### config.mk
export PLATFORM = sky130hd
export DESIGN_NAME = vme_strobe_master
export DESIGN_NICKNAME = d
export VERILOG_FILES = /design/src/rtl/vme_strobe_master.sv
export SDC_FILE = /design/constraint.sdc
export NUM_CORES = 1
export LEC_CHECK = 0
export BUFFER_PORTS_ARGS = -buffer_cell sky130_fd_sc_hd__buf_2
export CAP_MARGIN = 20
export CORE_MARGIN = 1
export CORE_UTILIZATION = 52
export DETAILED_ROUTE_END_ITERATION = 7
export MAX_ROUTING_LAYER = met4
export PLACE_DENSITY = 0.84
export SETUP_SLACK_MARGIN = 0.4
export SLEW_MARGIN = 20
export SYNTH_ARGS = -nofsm -noshare
export SYNTH_HDL_FRONTEND = slang
export SYNTH_SLANG_ARGS = --single-unit
### constraint.sdc
create_clock -name Clk -period 5.5 [get_ports Clk]
set_input_delay 0.55 -clock Clk [delete_from_list [all_inputs] [get_ports Clk]]
set_output_delay 0.55 -clock Clk [all_outputs]
set_load 0.02 [all_outputs]
### src/rtl/vme_strobe_master.sv
// vme_strobe_master
//   Drives the register-block slave port one transaction at a time. A request
//   accepted on the req_* channel becomes a single-cycle read or write strobe;
//   the master then waits for the Done of the same direction, giving up after
//   TIMEOUT cycles, and returns data plus an error flag on the rsp_* channel.
//
// Ports
//   Clk, RstN                 clock (rising edge), asynchronous active-low reset
//   req_valid_i/req_ready_o   request handshake
//   req_write_i               1 = write, 0 = read
//   req_addr_i, req_data_i    word address [ADDR_WIDTH:1], write data
//   rsp_valid_o/rsp_ready_i   response handshake
//   rsp_data_o, rsp_err_o     read data (0 for writes), 1 = timed out
//   VMEAddr, VMEWrData        slave address / write data, held from strobe on
//   VMERdMem, VMEWrMem        one-cycle read / write strobes
//   VMERdData, VMERdDone      slave read data and read acknowledge
//   VMEWrDone                 slave write acknowledge
//   busy_o                    high whenever the FSM is not idle
//
// state  | meaning
// IDLE   | ready for a request
// STROBE | strobe asserted for one cycle
// WAIT   | waiting for the matching Done, counting toward TIMEOUT
// RESP   | response presented until consumed
module vme_strobe_master #(
  parameter int                    ADDR_WIDTH   = 4,
  parameter int                    DATA_WIDTH   = 16,
  parameter int                    TIMEOUT      = 255,
  parameter logic [DATA_WIDTH-1:0] BUS_ERR_DATA = 16'hDEAD
) (
  input  logic                  Clk,
  input  logic                  RstN,
  input  logic                  req_valid_i,
  output logic                  req_ready_o,
  input  logic                  req_write_i,
  input  logic [ADDR_WIDTH:1]   req_addr_i,
  input  logic [DATA_WIDTH-1:0] req_data_i,
  output logic                  rsp_valid_o,
  input  logic                  rsp_ready_i,
  output logic [DATA_WIDTH-1:0] rsp_data_o,
  output logic                  rsp_err_o,
  output logic [ADDR_WIDTH:1]   VMEAddr,
  output logic [DATA_WIDTH-1:0] VMEWrData,
  output logic                  VMERdMem,
  output logic                  VMEWrMem,
  input  logic [DATA_WIDTH-1:0] VMERdData,
  input  logic                  VMERdDone,
  input  logic                  VMEWrDone,
  output logic                  busy_o
);

  localparam int CW = (TIMEOUT < 1) ? 1 : $clog2(TIMEOUT + 1);
  localparam logic [CW-1:0] CNT_TO  = CW'(TIMEOUT);
  localparam logic [CW-1:0] CNT_MAX = '1;

  typedef enum logic [1:0] {
    IDLE   = 2'd0,
    STROBE = 2'd1,
    WAIT   = 2'd2,
    RESP   = 2'd3
  } state_t;

  state_t                state_q;
  logic                  dir_q;
  logic [CW-1:0]         cnt_q;
  logic                  ready_q;
  logic                  rd_mem_q;
  logic                  wr_mem_q;
  logic [ADDR_WIDTH:1]   addr_q;
  logic [DATA_WIDTH-1:0] wdata_q;
  logic [DATA_WIDTH-1:0] rsp_data_q;
  logic                  rsp_err_q;
  logic                  done_match;

  // Only the Done matching the latched direction can complete a transaction.
  assign done_match = dir_q ? VMEWrDone : VMERdDone;

  // The counter runs from the strobe cycle, so in WAIT it equals the number
  // of cycles elapsed since the strobe. It saturates rather than wraps.
  always_ff @(posedge Clk or negedge RstN) begin
    if (!RstN) begin
      state_q    <= IDLE;
      dir_q      <= 1'b0;
      cnt_q      <= '0;
      ready_q    <= 1'b0;
      rd_mem_q   <= 1'b0;
      wr_mem_q   <= 1'b0;
      addr_q     <= '0;
      wdata_q    <= '0;
      rsp_data_q <= '0;
      rsp_err_q  <= 1'b0;
    end else begin
      rd_mem_q <= 1'b0;
      wr_mem_q <= 1'b0;
      case (state_q)
        IDLE: begin
          if (req_valid_i && ready_q) begin
            dir_q    <= req_write_i;
            addr_q   <= req_addr_i;
            wdata_q  <= req_data_i;
            cnt_q    <= '0;
            wr_mem_q <= req_write_i;
            rd_mem_q <= ~req_write_i;
            ready_q  <= 1'b0;
            state_q  <= STROBE;
          end else begin
            // ready rises one cycle after reset release
            ready_q <= 1'b1;
          end
        end
        STROBE, WAIT: begin
          if (cnt_q != CNT_MAX) cnt_q <= cnt_q + 1'b1;
          if (done_match) begin
            rsp_data_q <= dir_q ? '0 : VMERdData;
            rsp_err_q  <= 1'b0;
            state_q    <= RESP;
          end else if (state_q == WAIT && cnt_q == CNT_TO) begin
            rsp_data_q <= dir_q ? '0 : BUS_ERR_DATA;
            rsp_err_q  <= 1'b1;
            state_q    <= RESP;
          end else begin
            state_q <= WAIT;
          end
        end
        RESP: begin
          if (rsp_ready_i) begin
            ready_q <= 1'b1;
            state_q <= IDLE;
          end
        end
        default: state_q <= IDLE;
      endcase
    end
  end

  assign req_ready_o = ready_q;
  assign rsp_valid_o = (state_q == RESP);
  assign busy_o      = (state_q != IDLE);
  assign rsp_data_o  = rsp_data_q;
  assign rsp_err_o   = rsp_err_q;
  assign VMEAddr     = addr_q;
  assign VMEWrData   = wdata_q;
  assign VMERdMem    = rd_mem_q;
  assign VMEWrMem    = wr_mem_q;

endmodule

==> results of run 1 <==
==> per-stage QoR <==
| stage | util (%) | setup WS [ps] |
|---|---|---|
| after floorplan | - | 3510 |
| final | 68.46 | 2885 |
| after global routing | 68.46 | 2692 |
| after CTS | 68.27 | 2897 |
| after detailed placement | 65.00 | 2945 |
| after global placement | 65.00 | 3090 |
==> how the worst max path moves through the flow <==
stage | end | slack, ps | start
floorplan | cnt_q[5] | 3510 | cnt_q[0]
global placement | rsp_data_o[8] | 3090 | VMERdDone
detailed placement | rsp_data_o[3] | 2950 | VMERdDone
CTS | rsp_data_o[3] | 2900 | dir_q
global route | rsp_data_o[0] | 2690 | dir_q
finish | rsp_data_o[3] | 2880 | dir_q
==> metal layers <==
layer / vias to the layer above / share of wire [%] / GRT usage, %
met5: - / 0 / -
met4: 0 / 0.69 / 3.989
met3: 3 / 8.5 / 6.250
met2: 84 / 47 / 33.66
met1: 832 / 44 / 28.21
li1: 835 / - / -
==> report_power, final <==
part           switching [mW]  internal [mW]  leakage, nW  total (mW)
registers               0.112          0.548        0.635       0.660
clock network           0.120          0.182       0.0654       0.301
logic                   0.506          0.307        0.676       0.813
==> cell type report <==
type | count | area, um2 | share of cell area, %
multi-input combinational | 120 | 860.8 | 30.99
sequential | 51 | 1276 | 45.95
clock buffer | 6 | 72.57 | 2.613
tap | 50 | 62.56 | 2.252
clock inverter | 2 | 60.06 | 2.162
timing repair buffer | 84 | 422.9 | 15.23
inverter | 6 | 22.52 | 0.8108
==> logic make-up (layout without fill, tap and decap cells) <==
| family | Yosys count | in the layout | synth area share, % |
|---|---|---|---|
| multiplexers | 22 | 22 | 11.04 |
| buffers and inverters | 17 | 98 | 4.484 |
| AO/OA/AOI/OAI | 52 | 52 | 14.91 |
| adder cells (fa/ha/maj) | 4 | 4 | 2.242 |
| AND/OR/NAND/NOR | 42 | 42 | 10.15 |
| flip-flops | 51 | 51 | 57.17 |
==> flip-flops by register name, summed over array words and instances (netlist names) <==
register     count
VMEAddr          4
VMEWrMem         1
rsp_data_o      16
req_ready_o      1
rsp_err_o        1
VMEWrData       16
state_q          2
dir_q            1
cnt_q            8
VMERdMem         1
==> Yosys cell counts <==
master    number
or4_1          2
a21oi_1        5
dfrtp_1       51
nor2_1         8
and3_1         1
a41oi_1        1
clkbuf_1       6
a311o_1        1
nand2b_1       2
ha_1           4
a21boi_0       1
nor2b_1       11
inv_1          6
or3_1          1
a22o_1         5
nand3_1        4
o21ai_0       22
buf_6          2
a21o_1         1
nand3b_1       1
a31oi_1        1
and3_4         1
mux2_2        21
and4_1         1
mux2i_1        1
o31ai_1       14
o221ai_1       1
nand2_1        9
clkbuf_8       2
or2_2          1
buf_2          1
==> placed cells by master, fill, tap and decap left out <==
| master | instances |
|---|---|
| a21boi_0 | 1 |
| a21o_1 | 1 |
| a21oi_1 | 5 |
| a22o_1 | 5 |
| a311o_1 | 1 |
| a31oi_1 | 1 |
| a41oi_1 | 1 |
| and3_1 | 1 |
| and3_4 | 1 |
| and4_1 | 1 |
| buf_2 | 83 |
| buf_4 | 1 |
| bufinv_16 | 2 |
| clkbuf_1 | 1 |
| clkbuf_8 | 5 |
| dfrtp_1 | 51 |
| ha_1 | 4 |
| inv_1 | 6 |
| mux2_2 | 21 |
| mux2i_1 | 1 |
| nand2_1 | 9 |
| nand2b_1 | 2 |
| nand3_1 | 3 |
| nand3_2 | 1 |
| nand3b_1 | 1 |
| nor2_1 | 8 |
| nor2b_1 | 11 |
| o21ai_0 | 22 |
| o221ai_1 | 1 |
| o31ai_1 | 14 |
| or2_2 | 1 |
| or3_1 | 1 |
| or4_1 | 2 |
==> results.yml, run 1 <==
cts:
  clock_path_buffers: 2
  insertion_delay_ps: 300
  cts_hold_buf: 0
  cts_made_buffers: 5
  cts_root_buffer: "clkbuf_8"
  post_cts_buffers: 0
  cts.sinks: 51
  cts_tree: "done"
  cts_resized: 0
  htreeDepth: 2
  clkTransAtPathRegs_ps: 90
timing:
  relSlewSlack_pct: 43.02
  fin_crit_sh_pct: 47.55
  tightest_slew_ps: 850.7
  fin_skew_ps: 2.914
  drv_slew: 0
  hold_ws_ps: 257.5
  fmax_mhz: 382.4
  hold_violations: 0
  rsz0062_at_grt: "no"
  min_period_ps: 2615
  setup-tns-final_ps: 0
  setup_violations: 0
flow_run:
  max_cap_violations: 0
die:
  start_util_pct: 55.01
  num_rows: 23
  core_um2: 4058
  die_x_um: 67.52
  io_pins: 85
  die_area_um2: 4558
  die_h_um: 67.52
yosys:
  synth-seq-area-share_pct: 57.17
  synthCells: 188
  synth_area_um2: 2232
  syn_nets: 235
  netlist.area_leader.share_pct: 57.17
  synth-seq-cells: 51
  postSynthAreaPerCell_um2: 11.87
  synth_cell_types: 31
  synth_area_leaders: "dfrtp_1, mux2_2, o21ai_0"
  ys_warn_count: 0
  yosys.area.top_type: "dfrtp_1"
detailed_routing:
  viasPerCell: 5.498
  drt_wl_total_um: 4658
  dr.first_iter.drc_count: 106
  dr.pass1.iters: 4
  wire_per_inst_um: 14.60
  antenna_left: 0
  drc: 0
  vias: 1754
min_path:
  hold_path.class: "in2async"
global_routing:
  grtUsageTotal_pct: 21.60
  grt_pass1_vias: 1506
  grt_max_degree: 52
  grt_overflow: 0
  antenna_found_initial: 0
  grt_first_pass_wirelength_um: 6969
critical_path:
  cp-end-kind: "register"
  r2r-end: "rsp_data_o[3]"
  max_stage_delay_ps: 640
  cp_cell_sequence: "mux2_2, a31oi_1, nand2b_1, o31ai_1"
  crit_slowest_cell: "a31oi_1"
  rr_startpoint: "dir_q"
  worst-setup-path-type: "reg2reg"
  critPathMaxFanout: 16
  cpLargestDelayFamily: "compound AO/OA/AOI/OAI gates"
  crit_cells: 4
  cp.required_ps: 5660
  rrSetupSlack_ps: 2880
  reg2reg_depth: 4
  crit_buf_inv: 0
  setup.worst_path.start_class: "register"
  worst_ep_arrival_time_ps: 2770
pwr:
  power_mw: 1.774
  ir_drop_uv: 332.8
  pwr_density_cell_nw_per_um2: 638.8
  p_leak_nw: 1.376
place:
  gp_congestion: 0.8382
  place_hpwl_um: 3256
  numPlacedInstances: 311
  postPlaceCellArea_um2: 2638
  portBuffers: 84
final_layout:
  final_area_um2: 2778
  layoutNonFillerInstCount: 319
  fillers: 319
  nets: 315
  area_growth_pct: 24.44
  diodes: 0
  drive_gt1_share_pct: 42.75
outcome:
  status: "finished clean"
Power figures use the tool's default switching activity.
==> run 2: changes to the inputs <==
- ABC_AREA: default -> 1
- CORE_UTILIZATION: 52 -> 49
- PLACE_DENSITY: 0.84 -> 0.79
- clock period: 5.5 -> 2.6 ns (I/O delays scaled with it)
==> run 2 against run 1 <==
Clock power is 79% higher. Total power is 93% higher. Setup slack worse by 2100 ps. Non-clock buffer count is 4 higher. Clock skew is 3.7 ps higher. Die area is 14% higher. Critical path type unchanged. Highest routed layer unchanged.
==> results.yml, run 2 <==
die:
  core_um2: 4723
  die_area_um2: 5218
  die_h_um: 72.24
  io_pins: 85
  die_x_um: 72.24
  num_rows: 25
  start_util_pct: 51.18
place:
  place_hpwl_um: 3543
  numPlacedInstances: 407
  portBuffers: 84
  postPlaceCellArea_um2: 2860
  gp_congestion: 0.8031
yosys:
  postSynthAreaPerCell_um2: 9.226
  async_flop_share_pct: 100.0
  yosys.area.top_type: "dfrtp_1"
  ys_top_cells_by_count: "nand2_1, dfrtp_1, inv_1"
  synth_area_um2: 2417
  synth-seq-cells: 51
  synth-edff-count: 0
  netlist.area_leader.share_pct: 52.80
  synth-seq-area-share_pct: 52.80
  syn_nets: 309
  synth_most_common_cell: "nand2_1"
  synth_area_leaders: "dfrtp_1, nand2_1, mux2_2"
  ys_warn_count: 0
  ys.flop_type: "dfrtp_1"
  synthCells: 262
  synth_cell_types: 22
cts:
  post_cts_buffers: 0
  clock_path_buffers: 2
  cts_root_buffer: "clkbuf_8"
  insertion_delay_ps: 300
  cts.sinks: 51
  cts_tree: "done"
  htreeDepth: 2
  clkTransAtPathRegs_ps: 90
  cts_made_buffers: 5
final_layout:
  fin_util_pct: 63.15
  diodes: 0
  layoutNonFillerInstCount: 416
  final_area_um2: 2983
  area_growth_pct: 23.40
  nets: 395
  multi_input_area_um2: 922.1
  final-seq-area_um2: 1276
  final_common_cell: "buf_2"
  final_cell_mix: "buf_2, nand2_1, dfrtp_1"
  fillers: 432
  drive_gt1_share_pct: 34.67
global_routing:
  grt_max_degree: 25
  grt_first_pass_wirelength_um: 8128
  antenna_found_initial: 0
  grt_pass1_vias: 1894
  grt_overflow: 0
  grtUsageTotal_pct: 20.67
detailed_routing:
  drt_wl_total_um: 4767
  wire_per_inst_um: 11.46
  drc: 0
  dr.first_iter.drc_count: 115
  antenna_left: 0
  vias: 1993
  viasPerCell: 4.791
  dr.pass1.iters: 4
critical_path:
  cp.required_ps: 2770
  worst-setup-path-type: "reg2reg"
  cp_cell_sequence: "inv_1, ha_1, nor2_1, a21oi_1, nand2_1, nand2_1, o21ai_0"
  crit_top_cell: "nand2_1"
  cp-end-kind: "register"
  crit_slowest_cell: "ha_1"
  max_stage_delay_ps: 510
  cpLargestDelayFamily: "adder cells"
  setup.worst_path.start_class: "register"
  critPathMaxFanout: 12
  worst_ep_arrival_time_ps: 2000
  crit_buf_inv: 1
outcome:
  status: "finished clean"
pwr:
  p_leak_nw: 1.691
  power_frac_seq_pct: 37.6
  ir_drop_uv: 653.6
  pwr-share-comb_pct: 46.7
  switchingPower_mw: 1.456
  intPower_mw: 1.969
  power_mw: 3.425
  swShare_pct: 42.51
  pwr_density_cell_nw_per_um2: 1148
  p_clk_share_pct: 15.7
timing:
  tightest_slew_ps: 434.9
  min_period_ps: 1827
  rsz0062_at_grt: "no"
  fin_crit_sh_pct: 70.26
  fmax_mhz: 547.4
  setup-tns-final_ps: 0
  drv_slew: 0
  hold_violations: 0
  fin_skew_ps: 6.662
  setup_violations: 0
  relSlewSlack_pct: 71.01
flow_run:
  max_cap_violations: 0
min_path:
  hold_path.class: "in2reg"
-- run 2: routing by layer --
metal  part of all wire (%)  up-vias  track usage (%)
met4                    2.2        0            8.061
met1                     41      940            24.33
met2                     53       55            34.89
li1                       -      988                -
met5                      0        -                -
met3                    4.2       10            4.167
-- run 2: what timing repair did --
| item | 4_1_cts | 5_1_grt |
|---|---|---|
| hold endpoints to repair | 4 | 0 |
| hold buffers | 1 | 0 |
| gates resized for setup | 0 | 0 |
-- run 2: power groups by stage --
| stage | clock network (mW) | registers, mW | logic (mW) |
|---|---|---|---|
| 6_report | 0.538 | 1.29 | 1.60 |
| 5_1_grt | 0.581 | 1.33 | 1.77 |
| 4_1_cts | 0.555 | 1.29 | 1.62 |
| 3_5_place_dp | 0 | 1.30 | 1.61 |
| 3_3_place_gp | 0 | 1.29 | 1.58 |
| 2_1_floorplan | 0 | 1.59 | 0.902 |
-- run 2: path summary, 6_finish.rpt --
check                       startpoint             end  slack (ps)  cells past startpoint
max reg2reg                 state_q[0]        cnt_q[3]         770                      7
max                         state_q[0]        cnt_q[3]         770                      7
min                        req_write_i        VMERdMem         130                      2
min reg2reg                 VMEAddr[2]      VMEAddr[2]         500                      1
max in group asynchronous         RstN      state_q[1]        1740                      3
min in group asynchronous         RstN  rsp_data_o[11]         340                      2
-- run 2: per-stage QoR --
| stage | worst slack, ps | hold slack (ps) |
|---|---|---|
| after CTS | 746.7 | 114.3 |
| final | 773.3 | 125.1 |
| after detailed placement | 763.2 | 83.98 |
| after global placement | 790.9 | 82.86 |
| after global routing | 555.6 | 123.6 |
| after floorplan | 1120 | -35.59 |
-- run 2: layout make-up --
type,count,share of cell area [%]
repair buffers,88,15.18
inverters,36,4.530
flip-flops and latches,51,42.79
clock buffers,5,2.307
multi-input cells,166,30.91
well taps,67,2.810
clock inverters,3,1.468
-- run 2: worst register-to-register path, stage by stage, from the launching register on --
cell     delay (ps)
dfrtp_1         370
inv_1            70
ha_1            510
nor2_1           90
a21oi_1         180
nand2_1         270
nand2_1         130
o21ai_0          80
-- run 2: cells by family (layout without fill, tap and decap cells) --
kind of cell / Yosys count / after routing / synth area share, %
and+or+nand+nor: 119 / 119 / 21.58
DFF: 51 / 51 / 52.79
buffers and inverters: 45 / 132 / 9.058
AOI/OAI and AO/OA: 22 / 22 / 4.814
muxes: 20 / 20 / 9.317
adders and majority gates: 4 / 4 / 2.070
xor gates and xnor gates: 1 / 1 / 0.3624
==> run 3: changes to the inputs <==
- clock period: 2.6 -> 1.8 ns (I/O delays scaled with it)
==> run 3 against run 2 <==
Critical path depth increased by 1. Setup slack got worse by 430 ps. Non-clock buffer count up 15. Combinational power up 92%. Clock power up 29%. Global-route usage grew 0.33 points. Total power rose by 63%. Clock-buffer cell count unchanged. Wire length increased by 14%.
==> results.yml, run 3 (synthesized netlist as in run 2, its figures left out) <==
global_routing:
  grt_max_degree: 52
  grt_first_pass_wirelength_um: 8307
  grt_pass1_vias: 1928
  grt_overflow: 0
  grtUsageTotal_pct: 21.00
  antenna_found_initial: 0
timing:
  fin_skew_ps: 8.750
  tightest_slew_ps: 643.4
  post-route-worst-setup-slack_ps: 341.4
  drv_slew: 0
  min_period_ps: 1459
  rsz0062_at_grt: "yes"
  setup-tns-final_ps: 0
  hold_violations: 0
  setup_violations: 0
  fmax_mhz: 685.6
  relSlewSlack_pct: 57.11
  fin_crit_sh_pct: 81.03
  hold_ws_ps: 40.73
cts:
  cts_tree: "done"
  cts_root_buffer: "clkbuf_8"
  htreeDepth: 2
  clkTransAtPathRegs_ps: 100
  cts.sinks: 51
  clock_path_buffers: 2
  insertion_delay_ps: 310
  cts_made_buffers: 5
detailed_routing:
  drc: 0
  drt_wl_total_um: 5444
  dr.first_iter.drc_count: 100
  antenna_left: 0
  viasPerCell: 4.810
  dr.pass1.iters: 4
  vias: 2078
  wire_per_inst_um: 12.60
outcome:
  status: "finished clean"
place:
  place_ws_ps: 105.2
  place_hpwl_um: 3673
  postPlaceCellArea_um2: 2898
  gp_congestion: 0.8095
  portBuffers: 84
  numPlacedInstances: 412
die:
  die_h_um: 72.24
  die_area_um2: 5218
  die_x_um: 72.24
  core_um2: 4723
  start_util_pct: 51.18
  num_rows: 25
  io_pins: 85
pwr:
  p_leak_nw: 1.773
  ir_drop_uv: 858.2
  power_mw: 5.575
  pwr_density_cell_nw_per_um2: 1738
critical_path:
  cp-end-kind: "register"
  r2r-end: "cnt_q[1]"
  critPathMaxFanout: 6
  worst-setup-path-type: "reg2reg"
  rrSetupSlack_ps: 340
  cp.required_ps: 2050
  rr_startpoint: "state_q[0]"
  reg2reg_depth: 8
  worst_ep_arrival_time_ps: 1700
  setup.worst_path.start_class: "register"
final_layout:
  final_area_um2: 3208
  drive_gt1_share_pct: 42.19
  area_growth_pct: 32.71
  diodes: 0
  nets: 411
  layoutNonFillerInstCount: 432
  final_cell_mix: "buf_2, nand2_1, dfrtp_1"
  fin_util_pct: 67.92
  final_common_cell: "buf_2"
min_path:
  hold_start: "req_write_i"
  hold_path.class: "in2reg"
  holdPathEnd: "VMERdMem"
  hold_depth: 2
flow_run:
  max_cap_violations: 0
==> run 3: cell type report <==
| cell class | count | area, um2 |
|---|---|---|
| Tap cell | 67 | 83.83 |
| Timing Repair Buffer | 103 | 596.8 |
| Multi-Input combinational cell | 167 | 1021 |
| Sequential cell | 51 | 1276 |
| Fill cell | 362 | 1515 |
| Clock inverter | 3 | 26.28 |
| Inverter | 36 | 135.1 |
| Clock buffer | 5 | 68.82 |
==> run 3: how the worst max path moves through the flow <==
stage / cells past startpoint / slack, ps / startpoint / to
2_1_floorplan: 9 / 350 / state_q[1] / cnt_q[0]
3_3_place_gp: 7 / 200 / state_q[1] / cnt_q[4]
3_5_place_dp: 7 / 110 / state_q[1] / cnt_q[4]
4_1_cts: 8 / 380 / state_q[0] / cnt_q[1]
5_1_grt: 7 / 290 / state_q[0] / cnt_q[2]
6_report: 8 / 340 / state_q[0] / cnt_q[1]
==> run 3: what timing repair did <==
| item | 4_1_cts | 5_1_grt |
|---|---|---|
| resized for setup | 13 | 22 |
| setup endpoints to repair | 47 | 48 |
| buffers inserted | 7 | 3 |
| hold buffers | 1 | 0 |
| pin swaps | 5 | 5 |
| cloned | 1 | 0 |
| hold endpoints to repair | 40 | 0 |
==> run 3: per-layer routing <==
| metal | part of all wire [%] | GRT usage, % |
|---|---|---|
| met4 | 1.2 | 6.754 |
| met1 | 42 | 23.81 |
| met3 | 3.2 | 4.861 |
| met5 | 0 | - |
| met2 | 54 | 36.66 |
==> run 3: critical path, stage by stage, from the launching register on <==
cell and delay (ps):
dfrtp_1 390, inv_2 60, ha_4 330, nor2_4 50
a21oi_4 240, nand3_4 130, inv_2 90, nand2_1 50
nand2_1 60
==> run 3: where the power goes <==
group | internal (mW) | switching [mW] | leakage [nW]
combinational | 1.24 | 1.83 | 1.08
clock | 0.287 | 0.408 | 0.0491
sequential | 1.59 | 0.227 | 0.647
total | 3.11 | 2.46 | 1.77
